<file path="src/rtl/mips_fetch_pkg.sv">
// mips_fetch_pkg: shared fetch constants (reset PC default, instruction width, PC increment) and instruction type
package mips_fetch_pkg;
  localparam logic [31:0] RESET_PC_DEFAULT = 32'h0040_0000;
  localparam int INSTR_W = 32;
  localparam int PC_INC = 4;
  typedef logic [INSTR_W-1:0] instr_t;
endpackage

</file>
<file path="src/rtl/mips_fetch_unit_if.sv">
// mips_fetch_unit_if: imem request/response, decode-side instruction and redirect signals; master = fetch unit, slave = memory/decode
interface mips_fetch_unit_if import mips_fetch_pkg::*; #(parameter int N = 32);
  logic imem_req_valid;
  logic [N-1:0] imem_req_addr;
  logic imem_req_ready;
  logic imem_rsp_valid;
  instr_t imem_rsp_data;
  logic instr_valid;
  instr_t instr_data;
  logic [N-1:0] instr_pc;
  logic [N-1:0] instr_pc_plus4;
  logic instr_ready;
  logic redirect_valid;
  logic [N-1:0] redirect_pc;
  modport master (
    output imem_req_valid, imem_req_addr, instr_valid, instr_data, instr_pc, instr_pc_plus4,
    input imem_req_ready, imem_rsp_valid, imem_rsp_data, instr_ready, redirect_valid, redirect_pc
  );
  modport slave (
    input imem_req_valid, imem_req_addr, instr_valid, instr_data, instr_pc, instr_pc_plus4,
    output imem_req_ready, imem_rsp_valid, imem_rsp_data, instr_ready, redirect_valid, redirect_pc
  );
endinterface

</file>
<file path="src/rtl/fetch_queue.sv">
// fetch_queue: power-of-two FIFO (clk, reset, push/pushData, pop, flush in; headData, count out); flush wins, full push ignored
module fetch_queue #(
  parameter int DEPTH = 4,
  parameter int WIDTH = 64
) (
  input  logic clk,
  input  logic reset,
  input  logic push,
  input  logic [WIDTH-1:0] pushData,
  input  logic pop,
  input  logic flush,
  output logic [WIDTH-1:0] headData,
  output logic [$clog2(DEPTH):0] count
);
  localparam int AW = $clog2(DEPTH);
  localparam int CW = AW + 1;
  logic [WIDTH-1:0] mem [DEPTH];
  logic [AW-1:0] wrPtr, rdPtr;
  logic doPush, doPop;
  always_comb begin
    doPush = push && !flush && count != CW'(DEPTH);
    doPop = pop && !flush && count != '0;
    headData = mem[rdPtr];
  end
  always_ff @(posedge clk or posedge reset) begin
    if (reset) begin
      wrPtr <= '0;
      rdPtr <= '0;
      count <= '0;
    end else if (flush) begin
      wrPtr <= '0;
      rdPtr <= '0;
      count <= '0;
    end else begin
      wrPtr <= wrPtr + AW'(doPush);
      rdPtr <= rdPtr + AW'(doPop);
      count <= count + CW'(doPush) - CW'(doPop);
    end
  end
  always_ff @(posedge clk)
    if (doPush) mem[wrPtr] <= pushData;
endmodule

</file>
<file path="src/rtl/mips_fetch_unit.sv">
// mips_fetch_unit: credit-limited in-order prefetcher (clk, reset, bus master; perf_fetched/perf_flushed when FETCH_PERF_COUNT_EN)
module mips_fetch_unit import mips_fetch_pkg::*; #(
  parameter int N = 32,
  parameter int QUEUE_DEPTH = 4,
  parameter logic [N-1:0] RESET_PC = N'(RESET_PC_DEFAULT)
) (
  input logic clk,
  input logic reset,
  mips_fetch_unit_if.master bus
`ifdef FETCH_PERF_COUNT_EN
  ,
  output logic [31:0] perf_fetched,
  output logic [31:0] perf_flushed
`endif
);
  localparam int CW = $clog2(QUEUE_DEPTH) + 1;
  logic [N-1:0] fetchPc, rspPc, redirectAligned;
  logic [CW-1:0] outstanding, dropCnt, qCount;
  logic [N+INSTR_W-1:0] headEntry;
  logic creditFree, accept, dropping, push, pop;
  always_comb begin
    creditFree = ({1'b0, qCount} + {1'b0, outstanding}) < (CW+1)'(QUEUE_DEPTH);
    redirectAligned = bus.redirect_pc & ~N'(3);
    bus.imem_req_valid = !reset && !bus.redirect_valid && creditFree;
    bus.imem_req_addr = fetchPc;
    accept = bus.imem_req_valid && bus.imem_req_ready;
    dropping = dropCnt != '0;
    push = bus.imem_rsp_valid && !dropping && !bus.redirect_valid;
    bus.instr_valid = qCount != '0;
    pop = bus.instr_valid && bus.instr_ready && !bus.redirect_valid;
    bus.instr_data = bus.instr_valid ? headEntry[INSTR_W-1:0] : '0;
    bus.instr_pc = bus.instr_valid ? headEntry[N+INSTR_W-1:INSTR_W] : '0;
    bus.instr_pc_plus4 = bus.instr_valid ? headEntry[N+INSTR_W-1:INSTR_W] + N'(PC_INC) : '0;
  end
  // rspPc names the next response that will be kept; requests after a redirect are sequential, so it just follows fetchPc
  always_ff @(posedge clk or posedge reset) begin
    if (reset) begin
      fetchPc <= RESET_PC;
      rspPc <= RESET_PC;
      outstanding <= '0;
      dropCnt <= '0;
    end else begin
      outstanding <= outstanding + CW'(accept) - CW'(bus.imem_rsp_valid);
      if (bus.redirect_valid) begin
        fetchPc <= redirectAligned;
        rspPc <= redirectAligned;
        dropCnt <= outstanding - CW'(bus.imem_rsp_valid);
      end else begin
        if (accept) fetchPc <= fetchPc + N'(PC_INC);
        if (push) rspPc <= rspPc + N'(PC_INC);
        if (dropping && bus.imem_rsp_valid) dropCnt <= dropCnt - 1'b1;
      end
    end
  end
  fetch_queue #(.DEPTH(QUEUE_DEPTH), .WIDTH(N + INSTR_W)) u_queue (
    .clk(clk),
    .reset(reset),
    .push(push),
    .pushData({rspPc, bus.imem_rsp_data}),
    .pop(pop),
    .flush(bus.redirect_valid),
    .headData(headEntry),
    .count(qCount)
  );
`ifdef FETCH_PERF_COUNT_EN
  logic [32:0] flushSum;
  always_comb
    flushSum = {1'b0, perf_flushed} + 33'(bus.redirect_valid ? qCount : '0)
             + 33'(bus.imem_rsp_valid && (bus.redirect_valid || dropping));
  always_ff @(posedge clk or posedge reset) begin
    if (reset) begin
      perf_fetched <= '0;
      perf_flushed <= '0;
    end else begin
      perf_fetched <= perf_fetched + 32'(pop);
      perf_flushed <= flushSum[32] ? '1 : flushSum[31:0];
    end
  end
`endif
`ifndef SYNTHESIS
  assert property (@(posedge clk) disable iff (reset) !(push && qCount == CW'(QUEUE_DEPTH)));
`endif
endmodule

</file>
<file path="src/flat_wrapper.sv">
// flat-port wrapper written by rule: the top's interface ports become plain ports
module mips_fetch_unit_flat import mips_fetch_pkg::*;
#(
  parameter int N = 32,
  parameter int QUEUE_DEPTH = 4,
  parameter logic [N-1:0] RESET_PC = N'(RESET_PC_DEFAULT)
)
  (clk, reset, bus_imem_req_valid, bus_imem_req_addr, bus_instr_valid, bus_instr_data, bus_instr_pc, bus_instr_pc_plus4, bus_imem_req_ready, bus_imem_rsp_valid, bus_imem_rsp_data, bus_instr_ready, bus_redirect_valid, bus_redirect_pc);
  mips_fetch_unit_if #(.N(N)) bus_i ();
  input logic clk;
  input logic reset;
  output wire logic [$bits(bus_i.imem_req_valid)-1:0] bus_imem_req_valid;
  output wire logic [$bits(bus_i.imem_req_addr)-1:0] bus_imem_req_addr;
  output wire logic [$bits(bus_i.instr_valid)-1:0] bus_instr_valid;
  output wire logic [$bits(bus_i.instr_data)-1:0] bus_instr_data;
  output wire logic [$bits(bus_i.instr_pc)-1:0] bus_instr_pc;
  output wire logic [$bits(bus_i.instr_pc_plus4)-1:0] bus_instr_pc_plus4;
  input wire logic [$bits(bus_i.imem_req_ready)-1:0] bus_imem_req_ready;
  input wire logic [$bits(bus_i.imem_rsp_valid)-1:0] bus_imem_rsp_valid;
  input wire logic [$bits(bus_i.imem_rsp_data)-1:0] bus_imem_rsp_data;
  input wire logic [$bits(bus_i.instr_ready)-1:0] bus_instr_ready;
  input wire logic [$bits(bus_i.redirect_valid)-1:0] bus_redirect_valid;
  input wire logic [$bits(bus_i.redirect_pc)-1:0] bus_redirect_pc;
  assign bus_imem_req_valid = bus_i.imem_req_valid;
  assign bus_imem_req_addr = bus_i.imem_req_addr;
  assign bus_instr_valid = bus_i.instr_valid;
  assign bus_instr_data = bus_i.instr_data;
  assign bus_instr_pc = bus_i.instr_pc;
  assign bus_instr_pc_plus4 = bus_i.instr_pc_plus4;
  assign bus_i.imem_req_ready = bus_imem_req_ready;
  assign bus_i.imem_rsp_valid = bus_imem_rsp_valid;
  assign bus_i.imem_rsp_data = bus_imem_rsp_data;
  assign bus_i.instr_ready = bus_instr_ready;
  assign bus_i.redirect_valid = bus_redirect_valid;
  assign bus_i.redirect_pc = bus_redirect_pc;
  mips_fetch_unit #(.N(N), .QUEUE_DEPTH(QUEUE_DEPTH), .RESET_PC(RESET_PC)) u_core (.clk(clk), .reset(reset), .bus(bus_i));
endmodule
</file>
<file path="config.mk">
export PLATFORM = sky130hd
export DESIGN_NAME = mips_fetch_unit_flat
export DESIGN_NICKNAME = d
export VERILOG_FILES = /design/src/rtl/mips_fetch_pkg.sv /design/src/rtl/mips_fetch_unit_if.sv /design/src/rtl/fetch_queue.sv /design/src/rtl/mips_fetch_unit.sv /design/src/flat_wrapper.sv
export SDC_FILE = /design/constraint.sdc
export NUM_CORES = 1
export LEC_CHECK = 0
export ABC_AREA = 1
export CAP_MARGIN = 15
export CORE_ASPECT_RATIO = 2
export CORE_MARGIN = 8
export CORE_UTILIZATION = 56
export DETAILED_ROUTE_END_ITERATION = 7
export GPL_TIMING_DRIVEN = 1
export HOLD_SLACK_MARGIN = 0.06
export PLACE_DENSITY = 0.8
export SLEW_MARGIN = 10
export SYNTH_ARGS = -nofsm -noshare
export SYNTH_HDL_FRONTEND = slang
export SYNTH_SLANG_ARGS = --single-unit
</file>
<file path="constraint.sdc">
create_clock -name clk -period 8.6 [get_ports clk]
set_input_delay 0.86 -clock clk [delete_from_list [all_inputs] [get_ports clk]]
set_output_delay 0.86 -clock clk [all_outputs]
set_load 0.02 [all_outputs]
</file>
Word-level counts from Yosys, hierarchy flattened
Memories as Yosys holds them, arrays and structs flattened.
Cells that the tools add are included.
{ "word_totals": {"ff_bits": 77, "mem_bits_rw": 256, "in_bits": 70, "out_inout_bits": 130, "wordCells": 56, "memories": 1} }
{ "classes": {"n_addsub": 12, "magnitude_cmp": 1, "eq_ne": 1, "n_mux": 14, "reduce_logical": 20} }
{ "memory_table": {"columns": ["memory", "depth", "word_bits", "read_ports", "rd_ports_with_merged_regs", "write_ports", "line_no", "text"], "rows": [
  ["u_core.u_queue.mem", 4, 64, 1, 0, 1, "fetch_queue.sv:17", "logic [WIDTH-1:0] mem [DEPTH];"]
]} }
{ "op_table": {"columns": ["op", "count"], "rows": [
  ["$mux W32", 7],
  ["$add A32 B3 Y32 const B", 3],
  ["$logic_and A1 B1 Y1", 12],
  ["$mux W3", 3],
  ["$sub A3 B1 Y3", 3],
  ["$add A3 B1 Y3", 2],
  ["$reduce_bool A2 Y1", 3],
  ["$reduce_bool A3 Y1", 2],
  ["$add A2 B1 Y2", 2],
  ["$add A3 B3 Y4", 1],
  ["$lt A4 B3 Y1 const B", 1],
  ["$mux W2", 2],
  ["$logic_not A1 Y1", 3],
  ["$ne A3 B3 Y1 const B", 1],
  ["$sub A3 B1 Y3 const B", 1],
  ["$mux W1", 2]
]} }

Depth between registers and ports, before layout
Gate-level depths: netlist of the first run.
{ "depth": {"depth_word": 9, "depth_mapped": 16, "ltp_nobuf": 14} }

Hierarchy
Synthesis of the first run repeated with hierarchy kept, for this count alone.
{ "unflattened": {"hier_cells": 1867, "hier_area_um2": 16638.5} }
{ "by_module_without_submodules": {"columns": ["module", "n_inst", "cells_each", "area_per_inst_um2", "seq_area_each_um2"], "rows": [
  ["fetch_queue", 1, 797, 10393.7, 7862.5],
  ["mips_fetch_unit", 1, 1070, 6244.7, 1654.1]
]} }

Least setup slack after synthesis of the first run
OpenSTA, ideal clock, no wires.
{ "synth_timing": {"path_kind": "input to register", "startpoint": "in bus_imem_rsp_valid", "endpoint": "mem u_core.u_queue.mem[0][0] (enable)", "setup_ns": 0.558, "arrival_time_ns": 5.928, "required_ns": 8.042, "path_slack_ns": 2.113, "stages": 6, "n_path_buf": 0, "cell_sequence": "nand3_1 nor2_2 inv_1 a31oi_2 inv_1 nor3_1"} }
{ "synth_between": {"elab_chain_cells": 6} }
{ "synth_lines": {"columns": ["element", "line_no", "text"], "rows": [
  ["start, declared", "flat_wrapper.sv:19", "input wire logic [$bits(bus_i.imem_rsp_valid)-1:0] bus_imem_rsp_valid;"],
  ["$logic_and A1 B1 Y1 (2 in a row)", "mips_fetch_unit.sv:28", "push = bus.imem_rsp_valid && !dropping && !bus.redirect_valid;"],
  ["$logic_and A1 B1 Y1 (2 in a row)", "fetch_queue.sv:21", "doPush = push && !flush && count != CW'(DEPTH);"],
  ["$mux W1", "fetch_queue.sv:41", "if (doPush) mem[wrPtr] <= pushData;"],
  ["$mux W1 (implied by the code)", "fetch_queue.sv:41", null],
  ["end, declared", "fetch_queue.sv:17", null]
]} }
No other way between the ends.

Worst setup path in the final report of the first run
{ "layout_timing": {"startpoint": "reg u_core.u_queue.rdPtr[0]", "endpoint": "out bus_instr_pc_plus4[28]"} }
{ "layout_between": {"elab_chain_cells": 3} }
{ "layout_lines": {"columns": ["element", "line_no", "text"], "rows": [
  ["start, declared", "fetch_queue.sv:18", "logic [AW-1:0] wrPtr, rdPtr;"],
  ["start signal, assigned", "fetch_queue.sv:36", "rdPtr <= rdPtr + AW'(doPop);"],
  ["$mem_v2 Z4 W64", null, null],
  ["$add A32 B3 Y32", "mips_fetch_unit.sv:33", "bus.instr_pc_plus4 = bus.instr_valid ? headEntry[N+INSTR_W-1:INSTR_W] + N'(PC_INC) : '0;"],
  ["$mux W32", "mips_fetch_unit.sv:33", null],
  ["end, declared", "flat_wrapper.sv:17", "output wire logic [$bits(bus_i.instr_pc_plus4)-1:0] bus_instr_pc_plus4;"]
]} }
No other way between the ends.

==> results.sh, run 1 <==
export IMPL_status="finished clean"
export IMPL_cts_tree="yes"
export IMPL_end_kind="primary output"
export IMPL_syn_area_um2=16100
export IMPL_worst_ep_arrival_time_ns=4.35
export IMPL_fin_crit_ns=5.21
export IMPL_dieHeight_um=256
export IMPL_fp_dieW_um=136
export IMPL_path_class="reg -> out"
export IMPL_slowest_stage="inv_6"
export IMPL_r2r_cells=9
export IMPL_synth_cells=1805
export IMPL_io_buffers=191
export IMPL_cts_setup_buffers=0
export IMPL_postCtsHoldBufs=0
export IMPL_yosys_warnings=0
export IMPL_core_area_um2=28500
export IMPL_grt_pass1_vias=12500
export IMPL_cts_root_buf="clkbuf_16"
export IMPL_synth_cell_type_count=44
export IMPL_cap_viol_max_count=0
export IMPL_drt_iter0_markers=1202
export IMPL_hold_path_class="reg -> reg"
export IMPL_start_kind="flop"
export IMPL_finalHoldViolCount=0
export IMPL_min_from="u_core.bus.imem_req_addr[31]"
export IMPL_dp_hpwl_um=26900
export IMPL_dr_pass1_iters=8
export IMPL_synth_edf_count=248
export IMPL_grt_antenna_before_repair=0
export IMPL_rsz0062_at_grt="false"
export IMPL_slew_headroom_pct=33.0
export IMPL_fin_util_pct=66.8
export IMPL_postRouteAntennaNets=0
export IMPL_cts_buffer_depth=3
export IMPL_reg2reg_slack_ns=5.11
export IMPL_p_leak_nw=7.48
export IMPL_die_area_um2=34700
export IMPL_initial_core_util_pct=56.4
export IMPL_post_drt_wl_per_cell_um=17.8
export IMPL_ys_flop_type="edfxtp_1"
export IMPL_cp_top_family="simple AND/OR/NAND/NOR gates"
export IMPL_slew_violations=0
export IMPL_ys_seq_area_share_pct=57.7
export IMPL_powerDensity_nw_per_um2=271
export IMPL_finClkSkew_ns=0.0266
export IMPL_cts_resized=0
export IMPL_ios=200
export IMPL_clkTransAtPathRegs_ns=0.07
export IMPL_cp_cell_sequence="inv_6 -> nand2_1 -> nand2_1 -> nand2_1 -> nand2_1 -> ha_1 -> nand3_2 -> nor2_4 -> nand2_2 -> nor2_2 -> nand3_1 -> nand2_1 -> inv_1 -> nor2_1 -> clkdlybuf4s50_1"
export IMPL_row_count=88
export IMPL_n_antenna_cell=0
export IMPL_viasPerCell=5.54
export IMPL_cts_buffers_inserted=28
export IMPL_drc_errors=0
export IMPL_whs_path_depth=2
export IMPL_synth_seq_cells=321
export IMPL_grt_max_degree=133
export IMPL_clkLatencyLatePin_ns=0.56
export IMPL_grt_ovfl_total=0
export IMPL_htreeDepth=1
export IMPL_vdd_drop_max_uv=483
export IMPL_track_usage_pct=24.0
export IMPL_wirelength_um=41700
export IMPL_gp_congestion=0.922
export IMPL_r2r_start="u_core.dropCnt[0]"
export IMPL_clock_sinks=321
export IMPL_syn_avg_cell_area_um2=8.91
export IMPL_power_w=0.00516
export IMPL_crit_fanout=132
export IMPL_final_nets=2050
export IMPL_crit_buf_inv=3
export IMPL_r2r_end="u_core.u_queue.mem[3][10]"
export IMPL_drive_gt1_share_pct=5.49
export IMPL_nFillCells=2220
export IMPL_vias=13000
export IMPL_cp_common_cell="nand2_1"
export IMPL_grt_pass1_wl_um=66200
export IMPL_worst_path_largest_cell_delay_ns=0.73
export IMPL_setup_tns_final_ns=0
export IMPL_period_share_pct=60.6
export IMPL_fmax_mhz=192
export IMPL_setup_viol=0
export IMPL_max_slew_worst_pin_slew_ns=1.01
export IMPL_worstPathRequired_ns=7.74
export IMPL_min_to="u_core.bus.imem_req_addr[31]"
export IMPL_syn2layout_area_growth_pct=18.4
export IMPL_ys_async_sr_fraction_pct=22.7
power breakdown:
part / switching (W) / leakage [nW] / internal (W)
clock: 0.000549 / 0.450 / 0.000706
sequential: 0.000150 / 3.12 / 0.00180
combinational: 0.00121 / 3.91 / 0.000743
metrics by stage:
stage	cells	setup slack, ns	hold WS [ns]	instance area (µm²)
final	2346	3.39	0.556	19000
after global routing	2346	3.06	0.593	19000
after CTS	2346	3.34	0.559	19000
after detailed placement	2294	3.97	0.537	18100
after global placement	2294	3.98	0.532	18100
after floorplan	1810	2.11	0.476	16100
routing by layer:
metal,share of wire [%],track usage (%),vias to the layer above,routed length [µm]
met1,39,31.0,6054,16300
li1,-,-,6320,-
met3,7.8,3.30,87,3270
met2,50,39.7,542,20700
met4,3.4,9.42,0,1410
met5,0,0,-,0
logic make-up (layout without fill, tap and decap cells):
group / after synthesis / after routing / synth area share, %
buffers and inverters: 191 / 367 / 5.43
adders and majority gates: 16 / 16 / 1.34
AOI/OAI and AO/OA: 204 / 204 / 6.98
DFF: 321 / 321 / 57.7
and+or+nand+nor: 1039 / 1039 / 26.8
other: 1 / 6 / 0.0233
xor gates and xnor gates: 33 / 33 / 1.80
cells in the final DEF (no fill, tap or decap), drive strengths merged, types with 11 or more instances in the layout:
cell / n
nand2: 550
nor2: 297
edfxtp: 248
clkdlybuf4s50: 190
nand3: 134
inv: 112
o21ai: 98
dfrtp: 71
a21oi: 65
clkbuf: 33
nor3: 29
o211ai: 23
xor2: 22
nand4: 21
clkinv: 15
ha: 14
buf: 12
xnor2: 11
cell usage after synthesis (2+ instances only):
cell / count / share of area, %
inv_2: 5 / 0.12
fa_1: 2 / 0.25
o211ai_1: 23 / 1.1
dfstp_2: 2 / 0.33
or2_2: 3 / 0.12
clkbuf_1: 24 / 0.56
o21ai_1: 2 / 0.062
buf_6: 7 / 0.49
nor2_2: 7 / 0.27
o21bai_1: 4 / 0.19
nor3_1: 27 / 0.84
inv_1: 106 / 2.5
nand2_1: 535 / 12
a21oi_1: 65 / 2.0
xnor2_1: 11 / 0.60
nand3_1: 132 / 4.1
dfrtp_1: 71 / 11
nand3_2: 2 / 0.12
a31oi_1: 7 / 0.27
o21ai_0: 96 / 3.0
nor3_2: 2 / 0.12
edfxtp_1: 248 / 46
ha_1: 14 / 1.1
nand4_1: 21 / 0.82
buf_1: 10 / 0.23
nor2_1: 283 / 6.6
o31ai_1: 2 / 0.093
buf_2: 19 / 0.59
a22oi_1: 2 / 0.093
nand3b_1: 2 / 0.093
nor2_4: 7 / 0.49
nand2_2: 15 / 0.58
buf_4: 17 / 0.79
xor2_1: 22 / 1.2
worst min-delay path, stage by stage (launching register included):
cell and delay, ns:
dfrtp_1 0.38, nand2_1 0.06, nand3_1 0.07
state kept, by name, summed over array words and instances (netlist names):
name / flops
u_core.u_queue.wrPtr: 2
u_core.outstanding: 3
u_core.rspPc: 30
u_core.u_queue.mem: 248
u_core.u_queue.count: 3
u_core.dropCnt: 3
u_core.u_queue.rdPtr: 2
u_core.bus.imem_req_addr: 30
final cells by class:
class,count,area [µm²],area share (%)
repair buffers,202,1990,10.4
flip-flops and latches,321,9280,48.7
well taps,360,450,2.36
clock inverters,19,174,0.913
multi-input cells,1298,5980,31.4
clock buffers,33,741,3.89
inverters,113,429,2.25
how the worst max path moves through the flow:
stage                                     to                    start  slack, ns  cells past startpoint
floorplan           u_core.u_queue.mem[0][0]       bus_imem_rsp_valid       2.11                      6
global placement      bus_instr_pc_plus4[30]  u_core.u_queue.rdPtr[0]       3.98                     13
detailed placement    bus_instr_pc_plus4[28]  u_core.u_queue.rdPtr[0]       3.97                     15
CTS                   bus_instr_pc_plus4[28]  u_core.u_queue.rdPtr[0]       3.34                     15
global route          bus_instr_pc_plus4[28]  u_core.u_queue.rdPtr[0]       3.06                     15
finish                bus_instr_pc_plus4[28]  u_core.u_queue.rdPtr[0]       3.39                     15
Note: power is estimated with default switching activity, not from simulation.
==> run 2: changes to the inputs <==
CORE_UTILIZATION = 51   (was 56)
PLACE_DENSITY = 0.77   (was 0.8)
clock period = 4.3 ns   (was 8.6 ns; I/O delays follow)
==> run 2 against run 1 <==
  * Design area rose by 1.7%
  * Utilization fell by 5.0 points
  * Critical endpoint is now bus_instr_pc_plus4[31]
  * Routed wire length rose by 3.5%
  * Sequential share of layout area fell by 0.79 points
  * Hold slack got worse by 0.27 ns
  * Clock skew rose by 0.0044 ns
  * Register-to-register slack got worse by 4.0 ns
  * Largest power group is now combinational logic
  * Clock power rose by 90%
  * Setup slack got worse by 3.2 ns
  * Final cell count rose by 3.2%
==> results.sh, run 2 (synthesized netlist as in run 1, its figures left out) <==
export IMPL_cp_cell_sequence="buf_4 -> nand3_1 -> nand2_1 -> nand2_1 -> nor2_1 -> nand2_1 -> nor2_1 -> a21oi_1 -> nor2_1 -> clkdlybuf4s50_1"
export IMPL_core_area_um2=31300
export IMPL_clkLatencyLatePin_ns=0.56
export IMPL_fmax_mhz=246
export IMPL_grt_max_degree=134
export IMPL_setup_viol=0
export IMPL_slew_violations=0
export IMPL_cts_tree="yes"
export IMPL_drc_errors=0
export IMPL_grt_pass1_vias=12400
export IMPL_period_share_pct=94.6
export IMPL_ios=200
export IMPL_grt_pass1_wl_um=66100
export IMPL_hold_path_class="in -> async"
export IMPL_clock_sinks=321
export IMPL_finClkSkew_ns=0.0309
export IMPL_fp_dieW_um=142
export IMPL_vdd_drop_max_uv=412
export IMPL_path_class="reg -> out"
export IMPL_final_common_cell="nand2_1"
export IMPL_powerDensity_nw_per_um2=530
export IMPL_regMostFlops="u_core.u_queue.mem"
export IMPL_crit_fanout=43
export IMPL_dieHeight_um=267
export IMPL_postRouteAntennaNets=0
export IMPL_row_count=92
export IMPL_cap_viol_max_count=0
export IMPL_drt_iter0_markers=1055
export IMPL_clkTransAtPathRegs_ns=0.07
export IMPL_grt_ovfl_total=0
export IMPL_final_nets=2064
export IMPL_io_buffers=191
export IMPL_slew_headroom_pct=41.3
export IMPL_post_drt_wl_per_cell_um=17.8
export IMPL_dp_hpwl_um=28800
export IMPL_gp_congestion=0.936
export IMPL_viasPerCell=5.42
export IMPL_finalHoldViolCount=0
export IMPL_track_usage_pct=22.1
export IMPL_largest_reg_flops=248
export IMPL_fin_crit_ns=4.07
export IMPL_crit_buf_inv=2
export IMPL_cts_root_buf="clkbuf_16"
export IMPL_final_cell_mix="535 x nand2_1, 282 x nor2_1, 248 x edfxtp_1"
export IMPL_initial_core_util_pct=51.4
export IMPL_whs_ns=0.282
export IMPL_syn2layout_area_growth_pct=20.4
export IMPL_max_slew_worst_pin_slew_ns=0.880
export IMPL_p_leak_nw=7.58
export IMPL_grt_antenna_before_repair=0
export IMPL_start_kind="flop"
export IMPL_status="finished clean"
export IMPL_cts_buffers_inserted=28
export IMPL_postCtsHoldBufs=0
export IMPL_n_antenna_cell=0
export IMPL_wirelength_um=43100
export IMPL_slowest_stage="clkdlybuf4s50_1"
export IMPL_rsz0062_at_grt="false"
export IMPL_end_kind="primary output"
export IMPL_worst_path_largest_cell_delay_ns=0.65
export IMPL_die_area_um2=37800
export IMPL_cp_top_family="simple AND/OR/NAND/NOR gates"
export IMPL_vias=13100
export IMPL_drive_gt1_share_pct=5.86
export IMPL_worst_ep_arrival_time_ns=3.64
export IMPL_dr_pass1_iters=7
export IMPL_htreeDepth=1
export IMPL_cts_buffer_depth=3
export IMPL_worstPathRequired_ns=3.87
export IMPL_setup_tns_final_ns=0
-- run 2: worst paths after layout --
check	cells after the start	endpoint	slack, ns	from
setup / recovery	10	bus_instr_pc_plus4[31]	0.23	u_core.u_queue.rdPtr[1]
setup reg to reg	9	u_core.u_queue.mem[1][17]	1.07	u_core.dropCnt[0]
hold reg to reg	2	u_core.bus.imem_req_addr[31]	0.56	u_core.bus.imem_req_addr[31]
min in group clk	2	u_core.u_queue.wrPtr[1]	0.40	bus_redirect_valid
max in group asynchronous	3	u_core.bus.imem_req_addr[3]	2.95	reset
hold / removal	2	u_core.dropCnt[1]	0.28	reset
-- run 2: per-layer routing --
metal	up-vias	track usage [%]	wire, µm
li1	6351	-	-
met1	6163	28.2	17400
met2	514	37.0	21100
met3	82	3.21	3070
met4	0	9.26	1500
met5	-	0	0
-- run 2: worst reg2reg max path: cells and delay by family, from the launching register on --
| kind | cells | cell delay (ns) |
|---|---|---|
| AND/OR/NAND/NOR | 3 | 1.24 |
| buffers and inverters | 4 | 0.79 |
| flip-flops | 1 | 0.37 |
| AO/OA/AOI/OAI | 1 | 0.31 |
| adder cells (fa/ha/maj) | 1 | 0.18 |
-- run 2: metrics by stage --
step                util (%)  worst slack, ns  area (µm²)  instances  power (W)
floorplan                  -          -0.0645       16100       1810    0.00619
global placement        58.9            0.697       18400       2369    0.00783
detailed placement      58.9            0.674       18400       2369    0.00790
CTS                     61.6           0.0454       19300       2419     0.0103
global route            61.8          0.00633       19400       2421     0.0108
finish                  61.8            0.233       19400       2421     0.0103
-- run 2: final cells by class --
class	instances	area, µm²
Clock buffer	34	744
Clock inverter	16	104
Inverter	113	440
Fill cell	2643	11900
Sequential cell	321	9280
Multi-Input combinational cell	1298	6010
Tap cell	423	529
Timing Repair Buffer	216	2260
-- run 2: what timing repair did --
item | CTS | global route
resized for setup | 0 | 6
endpoints found under the setup margin | 0 | 10
setup buffers | 0 | 0
-- run 2: where the power goes --
part / switching (W) / internal (W)
combinational: 0.00247 / 0.00152
clock: 0.00109 / 0.00129
sequential: 0.000291 / 0.00360
total: 0.00385 / 0.00641
